### src/rtl/fb_arbiter.sv
// Framebuffer port arbiter: scanout reads, back-bank clear and renderer writes share one RAM port.
// Define FB_ARB_CLEAR_EN to build the back-bank clear engine; without it swaps go straight to RUN.
module fb_arbiter #(
    parameter int unsigned FB_WORDS = 518400,
    parameter int unsigned ADDR_W   = 19
) (
    input  logic              clk_vga,
    input  logic              reset_n,
    input  logic              frame_toggle,
    input  logic              rd_req,
    input  logic [ADDR_W-1:0] rd_addr,
    output logic [23:0]       rd_data,
    output logic              rd_valid,
    input  logic              wr_req,
    input  logic [ADDR_W-1:0] wr_addr,
    input  logic [23:0]       wr_data,
    output logic              wr_ack,
    output logic [ADDR_W:0]   mem_addr,
    output logic              mem_we,
    output logic [23:0]       mem_wdata,
    input  logic [23:0]       mem_rdata,
    output logic              clear_busy,
    output logic              clear_overrun
);

    typedef enum logic [1:0] {StIdle, StClear, StRun} state_e;

    state_e            state_q, state_d;
    logic              front_q, front_d;
    logic              front_cur;
    logic              swap;
    logic              rd_pend_q, rd_pend_d;
    logic              rd_valid_q, rd_valid_d;
    logic              wr_ack_q, wr_ack_d;
    logic [ADDR_W:0]   mem_addr_q, mem_addr_d;
    logic              mem_we_q, mem_we_d;
    logic [23:0]       mem_wdata_q, mem_wdata_d;
    logic              clr_wr;
    logic [ADDR_W-1:0] clr_addr;
    logic              wr_grant;
    logic              wr_in_range;

`ifdef FB_ARB_CLEAR_EN
    localparam logic [ADDR_W-1:0] LastWord = ADDR_W'(FB_WORDS - 1);

    logic [ADDR_W-1:0] clr_cnt_q, clr_cnt_d;
    logic              clear_busy_q, clear_busy_d;
    logic              clear_overrun_q, clear_overrun_d;

    assign clr_addr = clr_cnt_q;
`else
    assign clr_addr = '0;
`endif

    // front_q only becomes meaningful after the first clock out of reset; until then
    // the live frame_toggle level stands in for it.
    assign front_cur   = (state_q == StIdle) ? frame_toggle : front_q;
    assign swap        = (state_q != StIdle) && (frame_toggle != front_q);
    assign wr_in_range = 32'(wr_addr) < FB_WORDS;
    // The ack cycle still shows the old request, so it must not be granted twice.
    assign wr_grant    = (state_q == StRun) && wr_req && !rd_req && !wr_ack_q && !swap;

    always_comb begin
        state_d     = state_q;
        front_d     = frame_toggle;
        rd_pend_d   = rd_req;
        rd_valid_d  = rd_pend_q;
        wr_ack_d    = 1'b0;
        mem_addr_d  = mem_addr_q;
        mem_we_d    = 1'b0;
        mem_wdata_d = mem_wdata_q;
        clr_wr      = 1'b0;
`ifdef FB_ARB_CLEAR_EN
        clr_cnt_d       = clr_cnt_q;
        clear_overrun_d = clear_overrun_q;
`endif

        unique case (state_q)
            StIdle: state_d = StRun;
            StRun: begin
`ifdef FB_ARB_CLEAR_EN
                if (swap) begin
                    state_d   = StClear;
                    clr_cnt_d = '0;
                end
`endif
            end
`ifdef FB_ARB_CLEAR_EN
            StClear: begin
                // A swap mid-sweep restarts on the new back bank; no write that cycle.
                if (swap) begin
                    clr_cnt_d       = '0;
                    clear_overrun_d = 1'b1;
                end else if (!rd_req) begin
                    clr_wr = 1'b1;
                    if (clr_cnt_q == LastWord) begin
                        state_d   = StRun;
                        clr_cnt_d = '0;
                    end else begin
                        clr_cnt_d = clr_cnt_q + 1'b1;
                    end
                end
            end
`endif
            default: state_d = StIdle;
        endcase

        if (rd_req) begin
            mem_addr_d  = {front_cur, rd_addr};
            mem_wdata_d = '0;
        end else if (clr_wr) begin
            mem_addr_d  = {~front_q, clr_addr};
            mem_we_d    = 1'b1;
            mem_wdata_d = '0;
        end else if (wr_grant) begin
            wr_ack_d = 1'b1;
            if (wr_in_range) begin
                mem_addr_d  = {~front_q, wr_addr};
                mem_we_d    = 1'b1;
                mem_wdata_d = wr_data;
            end
        end

`ifdef FB_ARB_CLEAR_EN
        clear_busy_d = (state_d == StClear);
`endif
    end

    always_ff @(posedge clk_vga or negedge reset_n) begin
        if (!reset_n) begin
            state_q     <= StIdle;
            front_q     <= 1'b0;
            rd_pend_q   <= 1'b0;
            rd_valid_q  <= 1'b0;
            wr_ack_q    <= 1'b0;
            mem_addr_q  <= '0;
            mem_we_q    <= 1'b0;
            mem_wdata_q <= '0;
`ifdef FB_ARB_CLEAR_EN
            clr_cnt_q       <= '0;
            clear_busy_q    <= 1'b0;
            clear_overrun_q <= 1'b0;
`endif
        end else begin
            state_q     <= state_d;
            front_q     <= front_d;
            rd_pend_q   <= rd_pend_d;
            rd_valid_q  <= rd_valid_d;
            wr_ack_q    <= wr_ack_d;
            mem_addr_q  <= mem_addr_d;
            mem_we_q    <= mem_we_d;
            mem_wdata_q <= mem_wdata_d;
`ifdef FB_ARB_CLEAR_EN
            clr_cnt_q       <= clr_cnt_d;
            clear_busy_q    <= clear_busy_d;
            clear_overrun_q <= clear_overrun_d;
`endif
        end
    end

    assign rd_valid  = rd_valid_q;
    assign rd_data   = rd_valid_q ? mem_rdata : '0;
    assign wr_ack    = wr_ack_q;
    assign mem_addr  = mem_addr_q;
    assign mem_we    = mem_we_q;
    assign mem_wdata = mem_wdata_q;

`ifdef FB_ARB_CLEAR_EN
    assign clear_busy    = clear_busy_q;
    assign clear_overrun = clear_overrun_q;
`else
    assign clear_busy    = 1'b0;
    assign clear_overrun = 1'b0;
`endif

endmodule

### config.mk
export PLATFORM = sky130hd
export DESIGN_NAME = fb_arbiter
export DESIGN_NICKNAME = d
export VERILOG_FILES = /design/src/rtl/fb_arbiter.sv
export SDC_FILE = /design/constraint.sdc
export NUM_CORES = 1
export LEC_CHECK = 0
export ABC_AREA = 1
export CAP_MARGIN = 20
export CORE_ASPECT_RATIO = 1.4
export CORE_UTILIZATION = 40
export DETAILED_ROUTE_END_ITERATION = 8
export MAX_ROUTING_LAYER = met4
export PLACE_DENSITY = 0.87
export SLEW_MARGIN = 5
export SYNTH_ARGS = -nofsm -noshare
export SYNTH_HDL_FRONTEND = slang
export SYNTH_SLANG_ARGS = --single-unit
### constraint.sdc
create_clock -name clk_vga -period 3.9 [get_ports clk_vga]
set_input_delay 0.585 -clock clk_vga [delete_from_list [all_inputs] [get_ports clk_vga]]
set_output_delay 0.585 -clock clk_vga [all_outputs]
set_load 0.05 [all_outputs]
* Word-level counts from Yosys, hierarchy flattened
Index checks and enable logic that the tools add are counted.
** Storage, ports and cells
- Flip-flop bits (word level) :: 51
- Bits of input ports :: 91
- Output and inout port bits :: 73
** Operators by class
- $lt $le $gt $ge :: 1
- Equality and inequality tests :: 2
- Multiplexer cells :: 14
- Bitwise operators :: 1
- Reductions and logical operators :: 13
** Operators by type and width (count)
- 24-bit two-way mux :: 4
- 20-bit two-way mux :: 3
- 19-bit < comparator (second input constant) :: 1
- 1-bit two-way mux :: 6
- 2-bit nonzero test :: 3
- 1-bit logical AND :: 5
- 2-bit case mux with 2 select lines :: 1
- 1-bit zero test :: 3
- 2-bit equality test (second input constant) :: 1
- 2-bit zero test :: 1
- 2-bit AND reduction :: 1
- 1-bit inequality test :: 1
- 1-bit NOT :: 1

* Longest topological paths before layout
- Depth after elaboration :: 7
- Gate-level depth with buffers :: 8

* Worst setup path after synthesis
OpenSTA, ideal clock, no wires.
- Kind :: register to output
- Start point :: register rd_valid_q (netlist: rd_valid)
- End point :: output rd_data[10]
- Data arrival time :: 1381 ps
- Slack :: 1934 ps
- Stages on the path, launching flop included :: 4
- Cells stage by stage :: dfrtp_1 > clkbuf_1 > nand2_1 > inv_1
** Between the ends
- Cells in the longest elaborated chain, start to end :: 1
** RTL lines
- from (decl) :: RTL line 33 : logic rd_valid_q, rd_valid_d;
- from (signal assigned) :: RTL line 148 : rd_valid_q <= rd_valid_d;
- 24-bit two-way mux :: RTL line 162 : assign rd_data = rd_valid_q ? mem_rdata : '0;
- to (decl) :: RTL line 12 : output logic [23:0] rd_data,
No other way between the ends.

* Worst setup path in the final report
- Start point :: register rd_valid_q (netlist: rd_valid)
- End point :: output rd_data[19]
Same word-level chain as after synthesis.

==> results.md <==
* Worst EP required at 3.31 ns
* Final GP Congestion at 0.808
* Launch point of the worst reg-to-reg path: wr_ack
* Setup TNS at 0 ns
* CTS Buffer Depth at 2
* PwrDens at 319 nW/um2
* CP Max Fanout at 25
* Clk sink count at 50
* Switch share at 36.3%
* Maximum clock rate at 357 MHz
* Final setup fails at 0
* Period Utilization, post-route at 71.8%
* Hold Path Class: primary input to asynchronous set/reset pin
* Critical setup path kind: register to output port
* Crit path largest cell delay at around 0.82 ns
* Skew-Pair Late Insertion Delay at 0.31 ns
* CP Data Arrival Time at 2.22 ns
* Setup crit end kind: output port
* Largest net degree at the start of global routing at 51
* # Post-CTS Setup Buffers at 0
* GRT overflow at 0
* Post-synth top area cell: dfrtp_1
* First-pass GRT wire length at between 10 and 15 mm
* Fin crit period at 2.80 ns
* Die Y-Extent at a little under 100 um
* # H-tree levels at 2
* DRT iter0 DRCs at around 220
* Pins Over Slew Limit at 0
* Number of synthesized register bits at 50
* Most frequent cells in the layout: clkdlybuf4s50_1 (160), nand2_1 (138), nand3_1 (65)
* Clock Skews at 0.0109 ns
* CP Cell Sequence: nand2_1 > inv_1 > clkdlybuf4s50_1
* Clock power share at 22.4%
* Final Hold Violating Endpoints at 0
* Routed via count at 2926
* Cells after Synth at ~350
* Antenna violations before repair at 0
* DIE WIDTH at 70.2 um
* CP Launch Type: register
* Gr usage total at 25.7%
* Actual slew at the worst max-slew pin at between 0.7 and 0.8 ns
* Slew HR at 48.5%
* ANT nets after route at 0
* Sequential element share of the synthesized area at 48.1%
* Hold_buf cts at 0
* Clock root cell: clkbuf_8
* DR DRC count at 0
* I/O pin count at 164
* WL/cell at 14.9 um
* Ant. Diodes at 0
* Starting Density at 41.6%
* Yosys warns at 0
* Vias per cell at 5.12
* R2r setup slk at 1.82 ns
* Total Wirelength at ~8.5 mm
* Status: finished clean
* CTS tree: yes
* Clk slew on worst S/H paths at ~0.1 ns
* NetSw at 0.499 mW
* Synth unique cells at 16
* Area Growth Syn to Fin at 65.3%
* Slowest CP cell: dfrtp_1
* Max-Cap Viols at 0
* Unrepaired setup endpoints after global routing: no
* P_leak at approximately 2.2 nW
* Rows at 34
* Max rail drop VDD at 168 uV
* Synth top area cells: dfrtp_1 (48%), nand2_1 (20%), nand3_1 (12%)
* Syn Area/Cell at 7.38 um2
* Total core area at roughly 6300 um2
* Overall power consumption at 1.37 mW
* PortBufs at 161
* Top cell type's share of synthesized area at 48.1%
* Fin nets at 590
* Dpl hpwl at between 6 and 7 mm
* Sequential share of power at 42.1%
* Router iterations before antenna repair at 4
* Reg2reg path depth at 6
* Combinational power share at 35.5%
* Number of clock buffers inserted by TritonCTS at 5
* Ratio of cells with drive above 1 in the final layout at 3.80%
* Die ar. at slightly below 7000 um2
* Most common cell after layout, fill and taps aside: clkdlybuf4s50_1
* Vias in the first global route at 2736
* R2R Path End: mem_wdata[17]
* Int Power at between 0.8 and 0.9 mW
* Synthesized area at 2600 um2
* CTS resizes at 0
==> final cells by class <==
type | instances | area (um2)
tap | 72 | 90.1
inverter | 33 | 124
timing repair buffer | 165 | 1650
clock inverter | 3 | 21.3
sequential | 50 | 1250
multi-input combinational | 244 | 1100
fill | 513 | 1950
clock buffer | 5 | 68.8
==> power groups by stage <==
stage / registers, mW / clock network (mW) / logic [mW]
CTS: 0.578 / 0.311 / 0.488
detailed placement: 0.588 / 0 / 0.487
global placement: 0.587 / 0 / 0.480
finish: 0.579 / 0.308 / 0.488
global route: 0.584 / 0.330 / 0.515
floorplan: 0.709 / 0 / 0.143
==> critical path, delay by kind of cell (launching register included) <==
family	cells	cell delay [ns]
and+or+nand+nor	1	0.20
DFF	1	0.82
buffers and inverters	2	0.89
==> logic make-up (layout without fill, tap and decap cells) <==
family / Yosys count / count (layout) / synth area share [%]
simple gates: 236 / 236 / 40.8
buf+inv: 60 / 206 / 9.85
flops: 50 / 50 / 48.1
compound gates: 5 / 5 / 0.961
other cells: 2 / 3 / 0.288
==> per-stage QoR <==
step	cell area [um2]	hold WS [ns]	cells	util, %	setup WS [ns]
final	4300	0.213	572	68.8	1.10
after floorplan	2610	0.289	354	-	1.93
after detailed placement	4190	0.343	563	67.1	1.01
after global routing	4300	0.233	572	68.8	1.00
after global placement	4190	0.334	563	67.1	1.09
after CTS	4280	0.366	571	68.5	1.08
==> worst max path at each step <==
| stage | startpoint | end | slack [ns] | depth (start not counted) |
|---|---|---|---|---|
| after floorplan | rd_valid | rd_data[10] | 1.93 | 3 |
| after global placement | rd_req | mem_addr[17] | 1.09 | 8 |
| after detailed placement | rd_req | mem_wdata[17] | 1.01 | 8 |
| after CTS | rd_valid | rd_data[19] | 1.08 | 3 |
| after global routing | rd_valid | rd_data[19] | 1.00 | 3 |
| final | rd_valid | rd_data[19] | 1.10 | 3 |
==> metal layers <==
layer  wire length, um  vias to the layer above  track usage, %
li1                  -                     1415               -
met2              4500                      145            45.2
met5                 0                        -               -
met4               187                        0            8.46
met1              3240                     1350            29.7
met3               618                       16            3.84
==> registers in the layout (all words and copies together), names as in the netlist <==
name,count
rd_valid,1
mem_we,1
mem_addr,20
mem_wdata,24
rd_pend_q,1
state_q,1
front_q,1
wr_ack,1
==> cells in the mapped netlist <==
| cell type | n |
|---|---|
| nand2_1 | 138 |
| nand3_1 | 65 |
| dfrtp_1 | 50 |
| inv_1 | 33 |
| nand4_1 | 24 |
| clkbuf_1 | 10 |
| buf_2 | 7 |
| buf_4 | 6 |
| o21ai_0 | 5 |
| buf_1 | 4 |
| nor2_1 | 4 |
| conb_1 | 2 |
| nand3_2 | 2 |
| nand3_4 | 1 |
| nor2_2 | 1 |
| nor2_4 | 1 |
Power figures use the tool's default switching activity.
==> edit 1 (same settings) <==
Re-encode `state_e` (3 states) as one-hot, 3 bits wide.
--- a/src/rtl/fb_arbiter.sv
+++ b/src/rtl/fb_arbiter.sv
@@ -23,7 +23,7 @@
     output logic              clear_overrun
 );
 
-    typedef enum logic [1:0] {StIdle, StClear, StRun} state_e;
+    typedef enum logic [2:0] {StIdle = 3'b001, StClear = 3'b010, StRun = 3'b100} state_e;
 
     state_e            state_q, state_d;
     logic              front_q, front_d;
Function: no difference found for any inputs over 10 cycles, from zero or initial values and one cycle with reset_n low; not proved beyond that.
==> edit 1 against the original RTL <==
  * Final area fell by 2.7%
  * Routed wire length fell by 15%
  * First-iteration DRC count fell by 41%
  * Power rose by 1.4%
  * Area after synthesis fell by 4.8%
  * Critical path depth did not move
  * Sequential cell count rose by 1
  * Synthesized cell count fell by 2.8%
  * Worst setup slack improved by 0.069 ns
  * Critical endpoint is now rd_data[5]
  * Largest power group unchanged
==> edit 1: results (changes against the original RTL) <==
* Outcome: finished, final reports clean
* Setup violators final at 0 (unchanged)
* P_leak at 2.21 nW (about the same)
* Crit path arrival time at 2.15 ns (-0.07 ns)
* Port bufs at 161 (unchanged)
* CP delay by family, top: buffers and inverters
* First-pass GRT wire length at 10800 um (-20%)
* Most frequent cells after synthesis: 202 x nand2_1, 50 x dfrtp_1, 33 x inv_1, 21 x nand3_1, 7 x buf_2
* Post-CTS Setup Repair Bufs at 0 (unchanged)
* Clock transition at path regs at 0.10 ns (about the same)
* Largest net degree at the start of global routing at 52 (+2.0%)
* Clock skew at 0.0130 ns (+0.00210 ns)
* Seq/Total Area, Yosys at 0.515 (+0.0349)
* Nets at 587 (-0.51%)
* Number of global-route vias before repair at 2357 (-14%)
* Clock Tree Root: clkbuf_8
* Antenna cell count at 0 (unchanged)
* Number of detailed-route iterations in the first pass at 4 (unchanged)
* Total routed wirelength at 7280 um (-15%)
* 1st-iter DRT viols at 131 (-41%)
* Clk_lat worst skew at 0.30 ns
* Final Hold Viols at 0 (unchanged)
* Asr flop ratio synth at 1.00 (unchanged)
* Ys flop type: dfrtp_1
* Share of cells above drive strength 1 at 0.0402 (+0.00224)
* Synth unique cells at 18 (+2)
* H-tree lvl count at 2 (unchanged)
* Vias at 2598 (-11%)
* Crit-path max FO at 25 (unchanged)
* Met1 global-route usage at 0.276 (-0.0207)
* GR peak layer: met2
* Post-Syn Instances at 343 (-2.8%)
* Detailed placement HPWL at 5620 um (-12%)
* Dpl cells at 558 (-0.89%)
* Critical Path Max Stage Delay at 0.82 ns (about the same)
* # fillers at 489 (-4.7%)
* Largest cells by area after synthesis: dfrtp_1 50%, nand2_1 31%, inv_1 5.0%
* Clk buf depth at 2 (unchanged)
* Final Instance Count excl. Fillers at 567 (-0.87%)
* Hold Crit Class: primary input to asynchronous set/reset pin
* Initial antenna violation count at 0 (unchanged)
* Global-route usage over all layers at 0.230 (-0.0269)
* Worst relative slew slack at 0.540 (+0.0547)
* Met3 GRT Util at 0.0407 (+0.00229)
* Critical path's slowest cell: clkdlybuf4s50_1
* Number of CTS-inserted buffers at 5 (unchanged)
* VDD IR max at 0.000177 V (+5.9%)
* Post-cts resize count at 0 (unchanged)
* Met2 Track Usage GR at 0.380 (-0.0720)
* Max FFs per register at 24 (unchanged)
* Synth warnings at 0 (unchanged)
* GPL Wtd Cong at 0.842 (+4.2%)
[edit 1: area by class of cell]
cell class              count  area, um2  share of cell area
clock buffers               6       72.6              0.0173
clock inverters             2       12.5             0.00299
inverters                  35        131              0.0314
multi-input cells         240        971               0.232
flip-flops and latches     51       1280               0.305
well taps                  70       87.6              0.0209
repair buffers            163       1630               0.390
[edit 1: worst paths after layout]
path | cells after the start | to | startpoint | slack [ns]
max | 3 | rd_data[5] | rd_valid | 1.17
min | 1 | mem_addr[15] | reset_n | 0.18
max reg2reg | 7 | mem_addr[5] | state_q[2] | 2.13
min reg2reg | 0 | rd_valid | rd_pend_q | 0.36
max in group asynchronous | 2 | state_q[0] | reset_n | 3.13
min in group clk_vga | 0 | rd_valid | rd_pend_q | 0.36
[edit 1: cell families after synthesis]
kind of cell,after synthesis,synth area share
other cells,1,0.00151
buf+inv,53,0.0944
simple gates,234,0.376
flops,51,0.515
compound gates,4,0.0126
[edit 1: metrics by stage]
stage	area, um2	worst slack, ns	util
6_report	4190	1.17	0.709
5_1_grt	4190	1.01	0.709
4_1_cts	4170	1.16	0.706
3_5_place_dp	4080	1.11	0.691
3_3_place_gp	4080	1.20	0.691
2_1_floorplan	2480	1.93	-
[edit 1: metal layers]
metal,vias up,part of all wire
met5,-,0
met4,0,0.024
met3,13,0.061
met2,94,0.51
met1,1178,0.41
li1,1313,-
[edit 1: report_power, final]
| part | total (mW) | internal, mW | switching, mW |
|---|---|---|---|
| sequential | 0.593 | 0.569 | 0.0238 |
| clock | 0.294 | 0.126 | 0.168 |
| combinational | 0.509 | 0.199 | 0.309 |
[edit 1: worst register-to-register path, delay by kind of cell, from the launching register on]
family,cells,cell delay [ns]
AND/OR/NAND/NOR,6,1.25
flip-flops,1,0.38
buffers and inverters,1,0.05
==> edit 2 (same settings) <==
Made on the original files. Build with the macro `FB_ARB_CLEAR_EN` defined.
--- a/src/rtl/fb_arbiter.sv
+++ b/src/rtl/fb_arbiter.sv
@@ -1,5 +1,7 @@
 // Framebuffer port arbiter: scanout reads, back-bank clear and renderer writes share one RAM port.
 // Define FB_ARB_CLEAR_EN to build the back-bank clear engine; without it swaps go straight to RUN.
+`define FB_ARB_CLEAR_EN
+
 module fb_arbiter #(
     parameter int unsigned FB_WORDS = 518400,
     parameter int unsigned ADDR_W   = 19
Function: changed (Yosys sat finds a counterexample within 4 cycles, from zero or initial values and one cycle with reset_n low).
==> edit 2 against the original RTL <==
  * Core utilization decreased by 6.7 points
  * Routed wire length increased by 45%
  * Die area increased by 50%
  * Clock skew increased by 0.00082 ns
  * Worst setup slack improved by 0.069 ns
  * Largest power group is now combinational cells
  * Highest routed layer unchanged
  * Synthesized cell count increased by 57%
  * Sequential cell count increased by 22
  * Via count increased by 44%
  * Power increased by 140%
  * Area after synthesis increased by 51%
  * Final area increased by 37%
  * Sequential share of layout area increased by 1.4 points
  * Clock power increased to 2.7 times the old value
==> edit 2: results (changes against the original RTL) <==
* CTS Sinks at 72 (+44%)
* Avg Cell Area, Syn at 7.11 um2 (-3.6%)
* Met2 Track Usage GR at 0.441 (-0.0105)
* Hold Crit Class: register to register
* Critical Path Max Stage Delay at 0.79 ns (-0.03 ns)
* Non-clock buffer share of cell area at 0.279 (-0.104)
* Clock Tree Root: clkbuf_16
* Width of the die at 85.9 um (+22%)
* Clock transition at path regs at 0.05 ns (-0.05 ns)
* Final instance area at 5910 um2 (+37%)
* Crit path arrival time at 2.15 ns (-0.07 ns)
* Seq/Total Area, Yosys at 0.457 (-0.0231)
* # fillers at 806 (+57%)
* Synth unique cells at 33 (+17)
* Clock skew at 0.0117 ns (+0.000819 ns)
* Largest cells by area after synthesis: dfrtp_1 46%, nand2_1 24%, inv_1 5.7%
* Multi-input gate area at 1750 um2 (+59%)
* VDD IR max at 0.000241 V (+44%)
* Detailed placement HPWL at 9420 um (+48%)
* Outcome: finished, final reports clean
* Critical path's slowest cell: clkdlybuf4s50_1
* First-pass GRT wire length at 19200 um (+42%)
* Number of detailed-route iterations in the first pass at 7 (+3)
* Placed Instance Area at 5610 um2 (+34%)
* Met1 global-route usage at 0.255 (-0.0419)
* Vias at 4222 (+44%)
* P_leak at 3.01 nW (+36%)
* Slew of the pin with the lowest slew margin at 0.911 ns (+0.141 ns)
* Share of cells above drive strength 1 at 0.0545 (+0.0165)
* Non-CTS inverters at 64 (+94%)
* Clk_lat worst skew at 0.34 ns (+0.03 ns)
* 1st-iter DRT viols at 221 (-0.90%)
* Number of global-route vias before repair at 4093 (+50%)
* H-tree lvl count at 3 (+1)
* Number of CTS-inserted buffers at 9 (+4)
* Met3 GRT Util at 0.0554 (+0.0171)
* Multi-input comb cells at 397 (+63%)
* Clock buf/inv share at 0.0502 (+0.0293)
* Largest net degree at the start of global routing at 73 (+43%)
* Buffers outside the clock class at 166 (+0.61%)
* Most frequent cells after synthesis: 252 x nand2_1, 72 x dfrtp_1, 60 x inv_1, 42 x nand3_1, 33 x nor2_1
* DP Worst Slack at 1.04 ns (+0.0337 ns)
[edit 2: changes by cell type after synthesis, sizes merged, moves of 18 or more]
cell   before  now
dfrtp      50   72
inv        33   64
nand2     138  261
nand3      68   43
nand4      24    6
nor2        6   36
o21ai       5   26
[edit 2: worst reg2reg max path, cell delays in order (launching register included)]
cell and delay [ns]:
dfrtp_1 0.40, inv_1 0.06, nand2_1 0.07, nand2_2 0.14, nand2_2 0.11, nand3_2 0.13
o21ai_2 0.07, buf_4 0.20, inv_2 0.52, nand2_1 0.15, nand2_1 0.12
[edit 2: power breakdown]
| part | switching, mW | total (mW) | internal [mW] |
|---|---|---|---|
| registers | 0.102 | 1.00 | 0.899 |
| clock network | 0.324 | 0.822 | 0.498 |
| logic | 0.985 | 1.44 | 0.459 |
| total | 1.41 | 3.27 | 1.86 |
[edit 2: cell families after synthesis]
group / share of synthesized area
AOI/OAI and AO/OA: 0.0648
xor gates and xnor gates: 0.00667
adders and majority gates: 0.00318
buffers and inverters: 0.0972
DFF: 0.457
and+or+nand+nor: 0.371
[edit 2: path summary, 6_finish.rpt]
kind	end	slack, ns	cells past startpoint	start
setup / recovery	rd_data[0]	1.17	3	rd_valid
hold reg to reg	rd_valid	0.35	0	rd_pend_q
hold / removal	rd_valid	0.35	0	rd_pend_q
max in group asynchronous	clear_busy	2.84	2	reset_n
setup reg to reg	mem_addr[5]	1.87	10	front_q
min in group asynchronous	mem_wdata[18]	0.46	2	reset_n
[edit 2: metal layers]
metal / part of all wire / up-vias
met4: 0.041 / 0
met5: 0 / -
met2: 0.52 / 193
li1: - / 2015
met3: 0.063 / 41
met1: 0.37 / 1973
